## src/rtl/time_entry_fsm_if.sv

```systemverilog
// Key input and entry/commit output bundle between the key decoder, the
// time-entry FSM and the timekeeping/alarm registers.
interface time_entry_fsm_if;
  logic [3:0]  key_code;
  logic        key_valid;
  logic        entry_active;
  logic        entry_target;
  logic [15:0] entry_digits;
  logic [2:0]  entry_count;
  logic        set_time;
  logic        set_alarm;
  logic [15:0] commit_hhmm;
  logic        entry_err;

  modport master (
    output key_code, key_valid,
    input  entry_active, entry_target, entry_digits, entry_count,
    input  set_time, set_alarm, commit_hhmm, entry_err
  );

  modport slave (
    input  key_code, key_valid,
    output entry_active, entry_target, entry_digits, entry_count,
    output set_time, set_alarm, commit_hhmm, entry_err
  );
endinterface

```

## src/rtl/time_entry_fsm.sv

```systemverilog
// HH:MM entry assembler: collects range-checked BCD digits after a T/A key and
// commits them as a one-cycle set_time/set_alarm pulse on Enter.
module time_entry_fsm #(
  parameter int TIMEOUT_CYCLES = 1_000_000_000,
  parameter int TMR_W          = 30
) (
  input  logic            CLK100MHZ,
  input  logic            reset,
  time_entry_fsm_if.slave bus
);
  localparam logic [3:0] KEY_A    = 4'hA;
  localparam logic [3:0] KEY_B    = 4'hB;
  localparam logic [3:0] KEY_BKSP = 4'hD;
  localparam logic [3:0] KEY_ENT  = 4'hE;

  typedef enum logic [0:0] {IDLE, ENTRY} state_t;

  state_t             state_q, state_d;
  logic               target_q, target_d;
  logic [15:0]        digits_q, digits_d;
  logic [2:0]         count_q, count_d;
  logic [TMR_W-1:0]   tmr_q, tmr_d;
  logic [15:0]        commit_q, commit_d;
  logic               set_time_q, set_time_d;
  logic               set_alarm_q, set_alarm_d;
  logic               err_q, err_d;

  logic [3:0] code;
  logic       is_digit;
  logic       digit_ok;
  logic [1:0] wr_idx;
  logic [1:0] bk_idx;

  assign code     = bus.key_code;
  assign is_digit = (code <= 4'd9);
  assign wr_idx   = count_q[1:0];
  assign bk_idx   = count_q[1:0] - 2'd1;

  // Range check for the next position; p1 depends on the H-tens already held.
  always_comb begin
    digit_ok = 1'b0;
    case (count_q)
      3'd0:    digit_ok = (code <= 4'd2);
      3'd1:    digit_ok = is_digit && ((digits_q[15:12] != 4'd2) || (code <= 4'd3));
      3'd2:    digit_ok = (code <= 4'd5);
      3'd3:    digit_ok = is_digit;
      default: digit_ok = 1'b0;
    endcase
  end

  always_comb begin
    state_d     = state_q;
    target_d    = target_q;
    digits_d    = digits_q;
    count_d     = count_q;
    tmr_d       = tmr_q;
    commit_d    = commit_q;
    set_time_d  = 1'b0;
    set_alarm_d = 1'b0;
    err_d       = 1'b0;

    case (state_q)
      IDLE: begin
        tmr_d = '0;
        if (bus.key_valid && (code == KEY_A || code == KEY_B)) begin
          state_d  = ENTRY;
          target_d = (code == KEY_A);
          digits_d = '0;
          count_d  = '0;
        end
      end

      ENTRY: begin
        if (bus.key_valid) begin
          // Any key, even an ignored one, restarts the idle timer.
          tmr_d = '0;
          if (is_digit) begin
            if (count_q != 3'd4 && digit_ok) begin
              digits_d[{2'd3 - wr_idx, 2'b00} +: 4] = code;
              count_d = count_q + 3'd1;
            end else begin
              err_d = 1'b1;
            end
          end else begin
            case (code)
              KEY_A, KEY_B: begin
                target_d = (code == KEY_A);
                digits_d = '0;
                count_d  = '0;
              end
              KEY_BKSP: begin
                if (count_q == 3'd0) begin
                  state_d  = IDLE;
                  digits_d = '0;
                end else begin
                  count_d = count_q - 3'd1;
                  digits_d[{2'd3 - bk_idx, 2'b00} +: 4] = 4'd0;
                end
              end
              KEY_ENT: begin
                if (count_q == 3'd4) begin
                  commit_d    = digits_q;
                  set_time_d  = ~target_q;
                  set_alarm_d = target_q;
                  state_d     = IDLE;
                  digits_d    = '0;
                  count_d     = '0;
                end else begin
                  err_d = 1'b1;
                end
              end
              default: ;
            endcase
          end
        end else if (tmr_q == TMR_W'(TIMEOUT_CYCLES - 1)) begin
          state_d  = IDLE;
          digits_d = '0;
          count_d  = '0;
          tmr_d    = '0;
        end else begin
          tmr_d = tmr_q + 1'b1;
        end
      end

      default: state_d = IDLE;
    endcase
  end

  always_ff @(posedge CLK100MHZ) begin
    if (reset) begin
      state_q     <= IDLE;
      target_q    <= 1'b0;
      digits_q    <= '0;
      count_q     <= '0;
      tmr_q       <= '0;
      commit_q    <= '0;
      set_time_q  <= 1'b0;
      set_alarm_q <= 1'b0;
      err_q       <= 1'b0;
    end else begin
      state_q     <= state_d;
      target_q    <= target_d;
      digits_q    <= digits_d;
      count_q     <= count_d;
      tmr_q       <= tmr_d;
      commit_q    <= commit_d;
      set_time_q  <= set_time_d;
      set_alarm_q <= set_alarm_d;
      err_q       <= err_d;
    end
  end

  assign bus.entry_active = (state_q == ENTRY);
  assign bus.entry_target = target_q;
  assign bus.entry_digits = digits_q;
  assign bus.entry_count  = count_q;
  assign bus.set_time     = set_time_q;
  assign bus.set_alarm    = set_alarm_q;
  assign bus.commit_hhmm  = commit_q;
  assign bus.entry_err    = err_q;
endmodule

```

## src/flat_wrapper.sv

```systemverilog
// flat-port wrapper written by rule: the top's interface ports become plain ports
module time_entry_fsm_flat 
#(
  parameter int TIMEOUT_CYCLES = 1_000_000_000,
  parameter int TMR_W          = 30
)
  (CLK100MHZ, reset, bus_key_code, bus_key_valid, bus_entry_active, bus_entry_target, bus_entry_digits, bus_entry_count, bus_set_time, bus_set_alarm, bus_commit_hhmm, bus_entry_err);
  time_entry_fsm_if bus_i ();
  input  logic CLK100MHZ;
  input  logic reset;
  input wire logic [$bits(bus_i.key_code)-1:0] bus_key_code;
  input wire logic [$bits(bus_i.key_valid)-1:0] bus_key_valid;
  output wire logic [$bits(bus_i.entry_active)-1:0] bus_entry_active;
  output wire logic [$bits(bus_i.entry_target)-1:0] bus_entry_target;
  output wire logic [$bits(bus_i.entry_digits)-1:0] bus_entry_digits;
  output wire logic [$bits(bus_i.entry_count)-1:0] bus_entry_count;
  output wire logic [$bits(bus_i.set_time)-1:0] bus_set_time;
  output wire logic [$bits(bus_i.set_alarm)-1:0] bus_set_alarm;
  output wire logic [$bits(bus_i.commit_hhmm)-1:0] bus_commit_hhmm;
  output wire logic [$bits(bus_i.entry_err)-1:0] bus_entry_err;
  assign bus_i.key_code = bus_key_code;
  assign bus_i.key_valid = bus_key_valid;
  assign bus_entry_active = bus_i.entry_active;
  assign bus_entry_target = bus_i.entry_target;
  assign bus_entry_digits = bus_i.entry_digits;
  assign bus_entry_count = bus_i.entry_count;
  assign bus_set_time = bus_i.set_time;
  assign bus_set_alarm = bus_i.set_alarm;
  assign bus_commit_hhmm = bus_i.commit_hhmm;
  assign bus_entry_err = bus_i.entry_err;
  time_entry_fsm #(.TIMEOUT_CYCLES(TIMEOUT_CYCLES), .TMR_W(TMR_W)) u_core (.CLK100MHZ(CLK100MHZ), .reset(reset), .bus(bus_i));
endmodule
```

## config.mk

```make
export PLATFORM = sky130hd
export DESIGN_NAME = time_entry_fsm_flat
export DESIGN_NICKNAME = d
export VERILOG_FILES = /design/src/rtl/time_entry_fsm_if.sv /design/src/rtl/time_entry_fsm.sv /design/src/flat_wrapper.sv
export SDC_FILE = /design/constraint.sdc
export NUM_CORES = 1
export LEC_CHECK = 0
export CORE_ASPECT_RATIO = 1.5
export CORE_UTILIZATION = 42
export CTS_CLUSTER_SIZE = 30
export DETAILED_ROUTE_END_ITERATION = 16
export GPL_TIMING_DRIVEN = 0
export PLACE_DENSITY = 0.7
export SLEW_MARGIN = 0
export SYNTH_ARGS = -nofsm -noshare
export SYNTH_HDL_FRONTEND = slang
export SYNTH_SLANG_ARGS = --single-unit
```

## constraint.sdc

```tcl
create_clock -name CLK100MHZ -period 3.2 [get_ports CLK100MHZ]
set_input_delay 0.96 -clock CLK100MHZ [delete_from_list [all_inputs] [get_ports CLK100MHZ]]
set_output_delay 0.96 -clock CLK100MHZ [all_outputs]
set_load 0.03 [all_outputs]
```

Yosys cells after proc, flatten, opt, wreduce, memory -nomap -nowiden
Cells that the tools add are included.

Word-level logic and storage cells: 104. Bits in registers: 70. Input port bits: 7.

Eq/ne operators: 20. Reductions and logical operators: 13. Mux-type cells: 40. Order comparisons: 4. Add/sub/neg operators: 8. Bitwise logic cells: 6. Shifts and indexed selects: 4.

Operators by type and width (number): two-way mux 16 bit (7); two-way mux 30 bit (2); one-hot mux 30 bit (2 select lines) (1); one-hot mux 16 bit (3 select lines) (1); bitwise mux 16 bit (2); one-hot mux 16 bit (2 select lines) (1); variable shift 4 x 6 -> 16 bit, first input constant (2); adder 30 x 1 -> 30 bit, second input constant (1); == test 30 bit, second input constant (1); two-way mux 3 bit (7); == test 4 bit, second input constant (4); indexed part select 4 x 6 -> 16 bit (1); indexed part select 4 x 6 -> 16 bit, first input constant (1); two-way mux 1 bit (13); negation 4 -> 6 bit (2); != test 5 bit, second input constant (2); AND reduction 5 bit (2); one-hot mux 3 bit (3 select lines) (1); less-or-equal comparator 4 x 2 -> 1 bit, second input constant (2); == test 3 x 2 -> 1 bit, second input constant (2); != test 2 bit, second input constant (3); != test 3 bit, second input constant (2); != test 6 bit, second input constant (1); NOT 1 bit (6); 22 further kinds (28).

Depth between registers and ports, before layout
Gate-level depths: netlist of the first run.

Word-level depth: 10. Gate-level depth with buffers: 9. Mapped depth without buffers: 8.

Least setup slack after synthesis of the first run
No wires, ideal clock.

Kind: input to register. Start point: input port bus_key_code[1]. End point: register u_core.count_q[1] (netlist: u_core.bus.entry_count[1]). Arrival: 2.426 ns. Cell stages on the path: 6. Slack: 0.652 ns. Required time: 3.079 ns. Buffers on the path: 1. Setup time: 0.121 ns. Cells stage by stage: buf_1 -> nor2b_1 -> nor2_1 -> o2bb2ai_1 -> or3b_4 -> mux2_4.

Longest elaborated chain between the ends: 7.

Ends and longest elaborated chain: start, declared (RTL line flat_wrapper.sv:11) `input wire logic [$bits(bus_i.key_code)-1:0] bus_key_code;`; less-or-equal comparator 4 x 2 -> 1 bit (RTL line time_entry_fsm.sv:44) `3'd1: digit_ok = is_digit && ((digits_q[15:12] != 4'd2) || (code <= 4'd3));`; logical OR 1 bit (RTL line time_entry_fsm.sv:44); logical AND 1 bit (RTL line time_entry_fsm.sv:44); one-hot mux 1 bit (4 select lines) (RTL line time_entry_fsm.sv:42) `case (count_q)`; logical AND 1 bit (RTL line time_entry_fsm.sv:78) `if (count_q != 3'd4 && digit_ok) begin`; != test 4 bit (no source line); AND reduction 6 bit (no source line); end signal, assigned (RTL line time_entry_fsm.sv:144) `count_q <= count_d;`; end, declared (RTL line time_entry_fsm.sv:21) `logic [2:0] count_q, count_d;`.

Parallel ways exist; a longest one is shown, timed or not. A chain may end at the register's enable or synchronous reset.

Worst setup path in the final report of the first run
Start point: input port bus_key_code[2]. End point: register u_core.digits_q[0] (netlist: u_core.bus.entry_digits[0]).

Longest elaborated chain between the ends: 7.

Ends and longest elaborated chain: less-or-equal comparator 4 x 2 -> 1 bit (RTL line time_entry_fsm.sv:44); logical OR 1 bit (RTL line time_entry_fsm.sv:44); logical AND 1 bit (RTL line time_entry_fsm.sv:44); one-hot mux 1 bit (4 select lines) (RTL line time_entry_fsm.sv:42); logical AND 1 bit (RTL line time_entry_fsm.sv:78); != test 4 bit (no source line); AND reduction 5 bit (no source line); end signal, assigned (RTL line time_entry_fsm.sv:143) `digits_q <= digits_d;`; end, declared (RTL line time_entry_fsm.sv:20) `logic [15:0] digits_q, digits_d;`.

Parallel ways exist; a longest one is shown, timed or not. The select of a mux whose other input is x is not followed.

==> results of run 1 <==
worst reg2reg max path, stage by stage, from the launching register on:
cell	delay [ns]
dfxtp_1	0.39
ha_1	0.25
nand4_2	0.18
nor4_2	0.31
a211oi_1	0.21
nand2_1	0.13
clkbuf_1	0.34
clkbuf_1	0.41
nor2_1	0.10
layout by cell type (no fill, tap or decap), types with 9 or more instances in the layout:
master / netlist / routed
dfxtp_1: 70 / 70
nand3_1: 23 / 23
clkbuf_1: 14 / 14
xor2_1: 19 / 19
nand2_1: 52 / 52
a21oi_1: 31 / 31
o21ai_0: 17 / 16
nor2_1: 43 / 43
xnor2_1: 9 / 9
clkbuf_8: 0 / 11
clkdlybuf4s50_1: 0 / 45
nand4_1: 17 / 17
inv_1: 11 / 11
ha_1: 10 / 10
and3_1: 12 / 12
power breakdown:
group          total, mW  switching, mW  internal (mW)
clock              0.696          0.301          0.395
combinational      0.106         0.0693         0.0372
sequential         0.877        0.00308          0.873
cells in the mapped netlist (all sizes together) (2+ instances only):
cell | count | area share (%)
a211oi | 4 | 0.93
a21oi | 31 | 4.8
a32oi | 2 | 0.54
and3 | 12 | 2.3
and4 | 5 | 1.4
buf | 4 | 0.54
clkbuf | 14 | 1.6
dfxtp | 70 | 43
ha | 10 | 3.9
inv | 11 | 1.3
mux2 | 2 | 0.81
mux2i | 5 | 1.5
nand2 | 52 | 6.0
nand3 | 23 | 3.6
nand3b | 2 | 0.46
nand4 | 18 | 3.7
nor2 | 43 | 5.0
nor2b | 2 | 0.39
nor3 | 5 | 0.77
nor4 | 2 | 0.58
o21ai | 17 | 2.6
o221a | 3 | 1.0
o221ai | 3 | 0.81
xnor2 | 9 | 2.4
xor2 | 19 | 5.1
cell type report:
type                            instances  share of cell area [%]
Buffer                                 18                   1.806
Sequential cell                        70                   34.87
Tap cell                              100                   3.113
Multi-Input combinational cell        287                   43.28
Clock inverter                          1                  0.7472
Inverter                               11                   1.027
Clock buffer                           13                   3.954
Timing Repair Buffer                   45                   11.21
worst max-delay path by stage:
stage | endpoint | slack, ns | startpoint | cells past startpoint
after floorplan | u_core.bus.entry_count[1] | 0.65 | bus_key_code[1] | 6
after global placement | u_core.bus.entry_digits[0] | -0.29 | bus_key_code[1] | 7
after detailed placement | u_core.bus.entry_digits[2] | -0.34 | bus_key_code[1] | 7
after CTS | u_core.bus.entry_digits[3] | 0.03 | bus_key_code[1] | 7
after global routing | u_core.bus.entry_digits[15] | 0.09 | bus_key_code[2] | 8
final | u_core.bus.entry_digits[0] | 0.23 | bus_key_code[2] | 8
flip-flops by register name, summed over array words and instances, names as in the netlist:
register / count
u_core.bus.set_alarm: 1
u_core.tmr_q: 30
u_core.bus.entry_target: 1
u_core.bus.commit_hhmm: 16
u_core.bus.entry_active: 1
u_core.bus.entry_digits: 16
u_core.bus.entry_count: 3
u_core.bus.entry_err: 1
u_core.bus.set_time: 1
cell families after synthesis:
| logic type | Yosys count | share of synthesized area, % |
|---|---|---|
| AO/OA/AOI/OAI | 69 | 13.13 |
| flip-flops | 70 | 43.26 |
| AND/OR/NAND/NOR | 173 | 26.38 |
| buffers and inverters | 29 | 3.438 |
| XOR/XNOR | 28 | 7.571 |
| adder cells (fa/ha/maj) | 10 | 3.862 |
| multiplexers | 7 | 2.356 |
per-layer routing:
metal | vias to the layer above | global-route usage, % | routed length (um)
li1 | 1471 | - | -
met1 | 1351 | 20.32 | 2983
met2 | 80 | 35.85 | 3939
met4 | 0 | 11.95 | 279
met5 | - | 0 | 0
met3 | 18 | 4.583 | 306
metrics by stage:
step / util [%] / setup TNS [ns] / setup WS (ns) / cell area [sq um]
3_3_place_gp: 51.77 / -3.014 / -0.2931 / 3815
6_report: 54.53 / 0 / 0.2258 / 4019
5_1_grt: 54.53 / 0 / 0.09073 / 4019
3_5_place_dp: 51.77 / -4.180 / -0.3377 / 3815
2_1_floorplan: - / 0 / 0.6524 / 3239
4_1_cts: 54.33 / 0 / 0.03089 / 4004
==> impl_metrics.env, run 1 <==
export IMPL_path_max_fanout=10
export IMPL_diodes=0
export IMPL_rows=38
export IMPL_n_fill_cell=690
export IMPL_ant_nets=0
export IMPL_die_h_um=109.6
export IMPL_cp_end_kind="register"
export IMPL_max_vdd_ir_drop_v=0.0002265
export IMPL_syn_area_per_cell_sq_um=8.392
export IMPL_place_hpwl_um=5663
export IMPL_multi_input_area_sq_um=1739
export IMPL_finalNetCount=459
export IMPL_dr_total_vias=2920
export IMPL_overflow=0
export IMPL_path_cells="clkdlybuf4s50_1, clkbuf_2, nand3_1, nor3b_1, nand2_1, o22ai_1, nand3b_1, mux2i_1"
export IMPL_rr_worst_depth=8
export IMPL_p_total_mw=1.679
export IMPL_tightest_slew_ns=0.8353
export IMPL_max_slew_margin_pct=43.88
export IMPL_place_inst=531
export IMPL_fin_cells=545
export IMPL_grt_pass1_wl_um=12190
export IMPL_antenna_found_initial=0
export IMPL_syn_inst=386
export IMPL_start_util_pct=43.96
export IMPL_clockBufferDepth=2
export IMPL_netlist_area_sq_um=3239
export IMPL_rsz0062_at_grt="false"
export IMPL_holdCritPathClass="register to register"
export IMPL_die_area_sq_um=8075
export IMPL_reg2reg_from="u_core.tmr_q[0]"
export IMPL_drv_slew=0
export IMPL_cp_top_family="simple AND/OR/NAND/NOR gates"
export IMPL_cp_data_arrival_time_ns=3.26
export IMPL_ys_seq_area_share_pct=43.26
export IMPL_hold_viol=0
export IMPL_ys_warn_count=0
export IMPL_max_cap_violations=0
export IMPL_synthFlopType="dfxtp_1"
export IMPL_final_min_clock_period_ns=2.974
export IMPL_crit_buf_inv=2
export IMPL_crit_type="input pin to register"
export IMPL_grt_max_degree=11
export IMPL_cts_tree="done"
export IMPL_r2r_slack_ns=0.75
export IMPL_ios=47
export IMPL_ctsResizeCount=0
export IMPL_htree_levels=3
export IMPL_clkSlewWorstSetupHoldPaths_ns=0.07
export IMPL_post_cts_buffers=0
export IMPL_track_usage_pct=19.84
export IMPL_wl_um=7508
export IMPL_area_growth_pct=24.06
export IMPL_via_per_inst=5.358
export IMPL_p_leak_nw=1.379
export IMPL_synth_cell_types=47
export IMPL_finClkSkew_ns=0.008718
export IMPL_cts_root_buf="clkbuf_8"
export IMPL_drive_above_1_share_pct=6.067
export IMPL_power_density_nw_per_um2=417.7
export IMPL_hold_end="u_core.bus.commit_hhmm[12]"
export IMPL_hp_start="u_core.bus.commit_hhmm[12]"
export IMPL_setup_violations=0
export IMPL_first_iter_violations=96
export IMPL_drt_pass1_iter_count=4
export IMPL_synth_nets=403
export IMPL_drc_errors=0
export IMPL_clk_latency_ns=0.35
export IMPL_first_global_vias=2666
export IMPL_core_sq_um=7370
export IMPL_ys_async_sr_fraction_pct=0
export IMPL_numCtsBuffers=9
export IMPL_clock_sinks=70
export IMPL_required_ns=3.48
export IMPL_hold_depth=2
export IMPL_hold_buffers=0
export IMPL_synth_seq_cells=70
export IMPL_wl_per_cell_um=13.78
export IMPL_die_w_um=73.71
export IMPL_crit_slowest_cell="clkdlybuf4s50_1"
export IMPL_seqCellArea_sq_um=1401
export IMPL_cp_slowest_stage_delay_ns=0.52
export IMPL_status="finished clean"
export IMPL_routabilityCongestion=0.9314
export IMPL_post_route_period_util_pct=92.94
export IMPL_reg2reg_to="u_core.tmr_q[28]"
export IMPL_startpoint_type="input pin"
export IMPL_port_buffers=45
export IMPL_hold_ws_ns=0.4517
export IMPL_synth_edf_count=0
export IMPL_fmax_ghz=0.3362
(Power assumes the default switching activity.)
==> run 2: changes to the inputs <==
CAP_MARGIN = 20   (was default)
CTS_CLUSTER_SIZE = default   (was 30)
==> results of run 2 <==
Same layout as run 1: the final DEF is identical, and so are final timing and power.
==> run 3: changes to the inputs <==
ABC_AREA = 1   (was default)
CTS_BUF_LIST = sky130_fd_sc_hd__clkbuf_16   (was default)
PLACE_DENSITY = 0.69   (was 0.7)
REMOVE_ABC_BUFFERS = 1   (was default)
==> run 3 against run 2 <==
  * Sequential share of layout area is 4.0 points lower
  * Combinational power rose to 2.5 times the previous value
  * Synthesized cell count is 42% higher
  * Flip-flop and latch count did not move
  * First-iteration DRC count is 49% higher
  * Die area up 14%
  * Worst hold slack worse by 0.0043 ns
==> impl_metrics.env, run 3 <==
export IMPL_path_max_fanout=11
export IMPL_port_buffers=46
export IMPL_dr_wl_met3_um=317
export IMPL_cts_root_buf="clkbuf_16"
export IMPL_place_hpwl_um=6512
export IMPL_ios=47
export IMPL_diodes=0
export IMPL_hp_start="u_core.tmr_q[0]"
export IMPL_wl_per_cell_um=12.65
export IMPL_largest_register="u_core.tmr_q"
export IMPL_hold_buffers=0
export IMPL_crit_slowest_cell="clkdlybuf4s50_1"
export IMPL_final_cell_mix="111 x nand2_1, 98 x nor2_1, 79 x inv_1"
export IMPL_required_ns=3.46
export IMPL_clkPwrFrac_pct=42.3
export IMPL_reg2reg_to="u_core.bus.entry_digits[9]"
export IMPL_ys_warn_count=0
export IMPL_first_iter_violations=143
export IMPL_rows=41
export IMPL_startpoint_type="input pin"
export IMPL_first_global_vias=3318
export IMPL_setup_tns_ns=0
export IMPL_power_density_nw_per_um2=451.1
export IMPL_dr_wl_met2_um=4502
export IMPL_holdCritPathClass="register to register"
export IMPL_post_route_period_util_pct=91.48
export IMPL_p_leak_nw=1.820
export IMPL_finalNetCount=611
export IMPL_numCtsBuffers=9
export IMPL_r2r_slack_ns=0.56
export IMPL_dr_total_vias=3534
export IMPL_yosysTopAreaCell="dfxtp_1"
export IMPL_largest_reg_flops=30
export IMPL_netlist_area_sq_um=3707
export IMPL_switching_share_pct=27.03
export IMPL_p_switching_uw=554.2
export IMPL_max_cap_violations=0
export IMPL_cts_tree="done"
export IMPL_fin_cells=706
export IMPL_core_sq_um=8464
export IMPL_hold_end="u_core.tmr_q[0]"
export IMPL_place_inst=688
export IMPL_syn_inst=550
export IMPL_crit_buf_inv=2
export IMPL_drv_slew=0
export IMPL_drive_above_1_share_pct=6.511
export IMPL_clk_latency_ns=0.33
export IMPL_grt_pass1_wl_um=14630
export IMPL_clock_sinks=70
export IMPL_finClkSkew_ns=0.005245
export IMPL_clkSlewWorstSetupHoldPaths_ns=0.05
export IMPL_hold_viol=0
export IMPL_area_growth_pct=22.61
export IMPL_die_w_um=78.71
export IMPL_p_comb_share_pct=13.1
export IMPL_drc_errors=0
export IMPL_cp_slowest_stage_delay_ns=0.68
export IMPL_status="finished clean"
export IMPL_track_usage_pct=20.30
export IMPL_cp_data_arrival_time_ns=3.19
export IMPL_tightest_slew_ns=0.6412
export IMPL_start_util_pct=43.80
export IMPL_htree_levels=3
export IMPL_drt_pass1_iter_count=5
export IMPL_crit_type="input pin to register"
export IMPL_ys_async_sr_fraction_pct=0
export IMPL_antenna_found_initial=0
export IMPL_setup_violations=0
export IMPL_via_per_inst=5.006
export IMPL_yosys_area_top_type_share_pct=37.80
export IMPL_drt_met1_wl_um=3964
export IMPL_die_h_um=117.1
export IMPL_max_slew_margin_pct=57.20
export IMPL_overflow=0
export IMPL_p_int_mw=1.496
export IMPL_post_cts_buffers=0
export IMPL_fmax_ghz=0.3416
export IMPL_cp_top_family="simple AND/OR/NAND/NOR gates"
export IMPL_synthFlopType="dfxtp_1"
export IMPL_hold_depth=1
export IMPL_ant_nets=0
export IMPL_synth_most_common_cell="nand2_1"
export IMPL_rr_worst_depth=11
export IMPL_final_common_cell="nand2_1"
export IMPL_routed_top_layer="met4"
export IMPL_clockBufferDepth=2
export IMPL_ys_seq_area_share_pct=37.80
export IMPL_cp_end_kind="register"
export IMPL_synth_area_leaders="dfxtp_1 38%, nand2_1 11%, nor2_1 9.9%"
export IMPL_synth_seq_cells=70
export IMPL_max_vdd_ir_drop_v=0.0003069
export IMPL_synth_cell_types=31
export IMPL_grt_max_degree=29
export IMPL_p_seq_share_pct=44.6
export IMPL_die_area_sq_um=9214
export IMPL_synth_edf_count=0
export IMPL_wl_um=8933
export IMPL_final_min_clock_period_ns=2.927
export IMPL_reg2reg_from="u_core.bus.entry_count[0]"
export IMPL_rsz0062_at_grt="false"
export IMPL_path_cells="clkdlybuf4s50_1, nand4_1, nand4_1, nand2_1, a21oi_4, nand3_1, nand2_1, clkinv_1, nor2_1"
export IMPL_synth_common_cells="112 x nand2_1, 98 x nor2_1, 78 x inv_1, 70 x dfxtp_1, 32 x nand4_1"
export IMPL_routabilityCongestion=0.8859
export IMPL_syn_area_per_cell_sq_um=6.741
## run 3: power by group through the flow
stage | registers [mW] | logic, mW | clock network, mW
floorplan | 0.970 | 0.131 | 0
global placement | 0.933 | 0.260 | 0
detailed placement | 0.933 | 0.263 | 0
CTS | 0.914 | 0.266 | 0.886
global route | 0.917 | 0.300 | 0.936
finish | 0.915 | 0.269 | 0.867
## run 3: per-stage QoR
| step | power [mW] | util [%] | cell area, sq um | hold WS, ns | setup WS (ns) |
|---|---|---|---|---|---|
| detailed placement | 1.196 | 50.32 | 4259 | 0.4411 | -1.084 |
| global route | 2.153 | 53.70 | 4546 | 0.4652 | 0.08757 |
| CTS | 2.066 | 53.57 | 4534 | 0.4492 | 0.009777 |
| global placement | 1.193 | 49.92 | 4225 | 0.4282 | -1.046 |
| finish | 2.050 | 53.70 | 4546 | 0.4473 | 0.2725 |
| floorplan | 1.101 | - | 3631 | 0.4175 | 0.6972 |
## run 3: worst max path at each step
stage	slack, ns	end	start	cells past startpoint
2_1_floorplan	0.70	u_core.bus.entry_count[0]	u_core.bus.entry_count[0]	10
3_3_place_gp	-1.05	u_core.tmr_q[26]	reset	6
3_5_place_dp	-1.08	u_core.tmr_q[26]	reset	6
4_1_cts	0.01	u_core.tmr_q[16]	reset	6
5_1_grt	0.09	u_core.bus.entry_digits[9]	bus_key_code[3]	9
6_report	0.27	u_core.bus.entry_digits[9]	bus_key_code[3]	9
## run 3: layout make-up
type	count	area, sq um
fill	828	3919
multi-input combinational	378	1933
sequential	70	1401
timing repair buffer	47	483.0
inverter	87	330.3
clock buffer	9	225.2
tap	107	133.9
clock inverter	7	33.78
timing repair inverter	1	5.005
## run 3: timing repair
action                                  CTS  global route
gates cloned                              0             2
endpoints found under the setup margin   37            15
resized for setup                         5             2
## run 3: worst register-to-register path, cell delays in order (launching register included)
cell and delay [ns]:
dfxtp_1 0.73, inv_1 0.27, ha_1 0.30, nand2_1 0.16
inv_1 0.08, nor2_1 0.11, nand2_1 0.07, nand2_2 0.34
nand3_1 0.25, nand2_1 0.12, clkinv_1 0.06, nor2_1 0.10
## run 3: kinds of logic (layout without fill, tap and decap cells)
family                   after synthesis  after routing  share of synthesized area (%)
flip-flops                            70             70                          37.80
AND/OR/NAND/NOR                      306            306                          36.72
buffers and inverters                103            151                          10.87
XOR/XNOR                              14             14                          3.308
adder cells (fa/ha/maj)               10             10                          3.375
AO/OA/AOI/OAI                         47             48                          7.931
## run 3: layer usage
metal	vias up	track usage, %
met1	1604	23.69
li1	1851	-
met3	13	3.953
met4	0	8.642
met2	66	36.00
met5	-	0
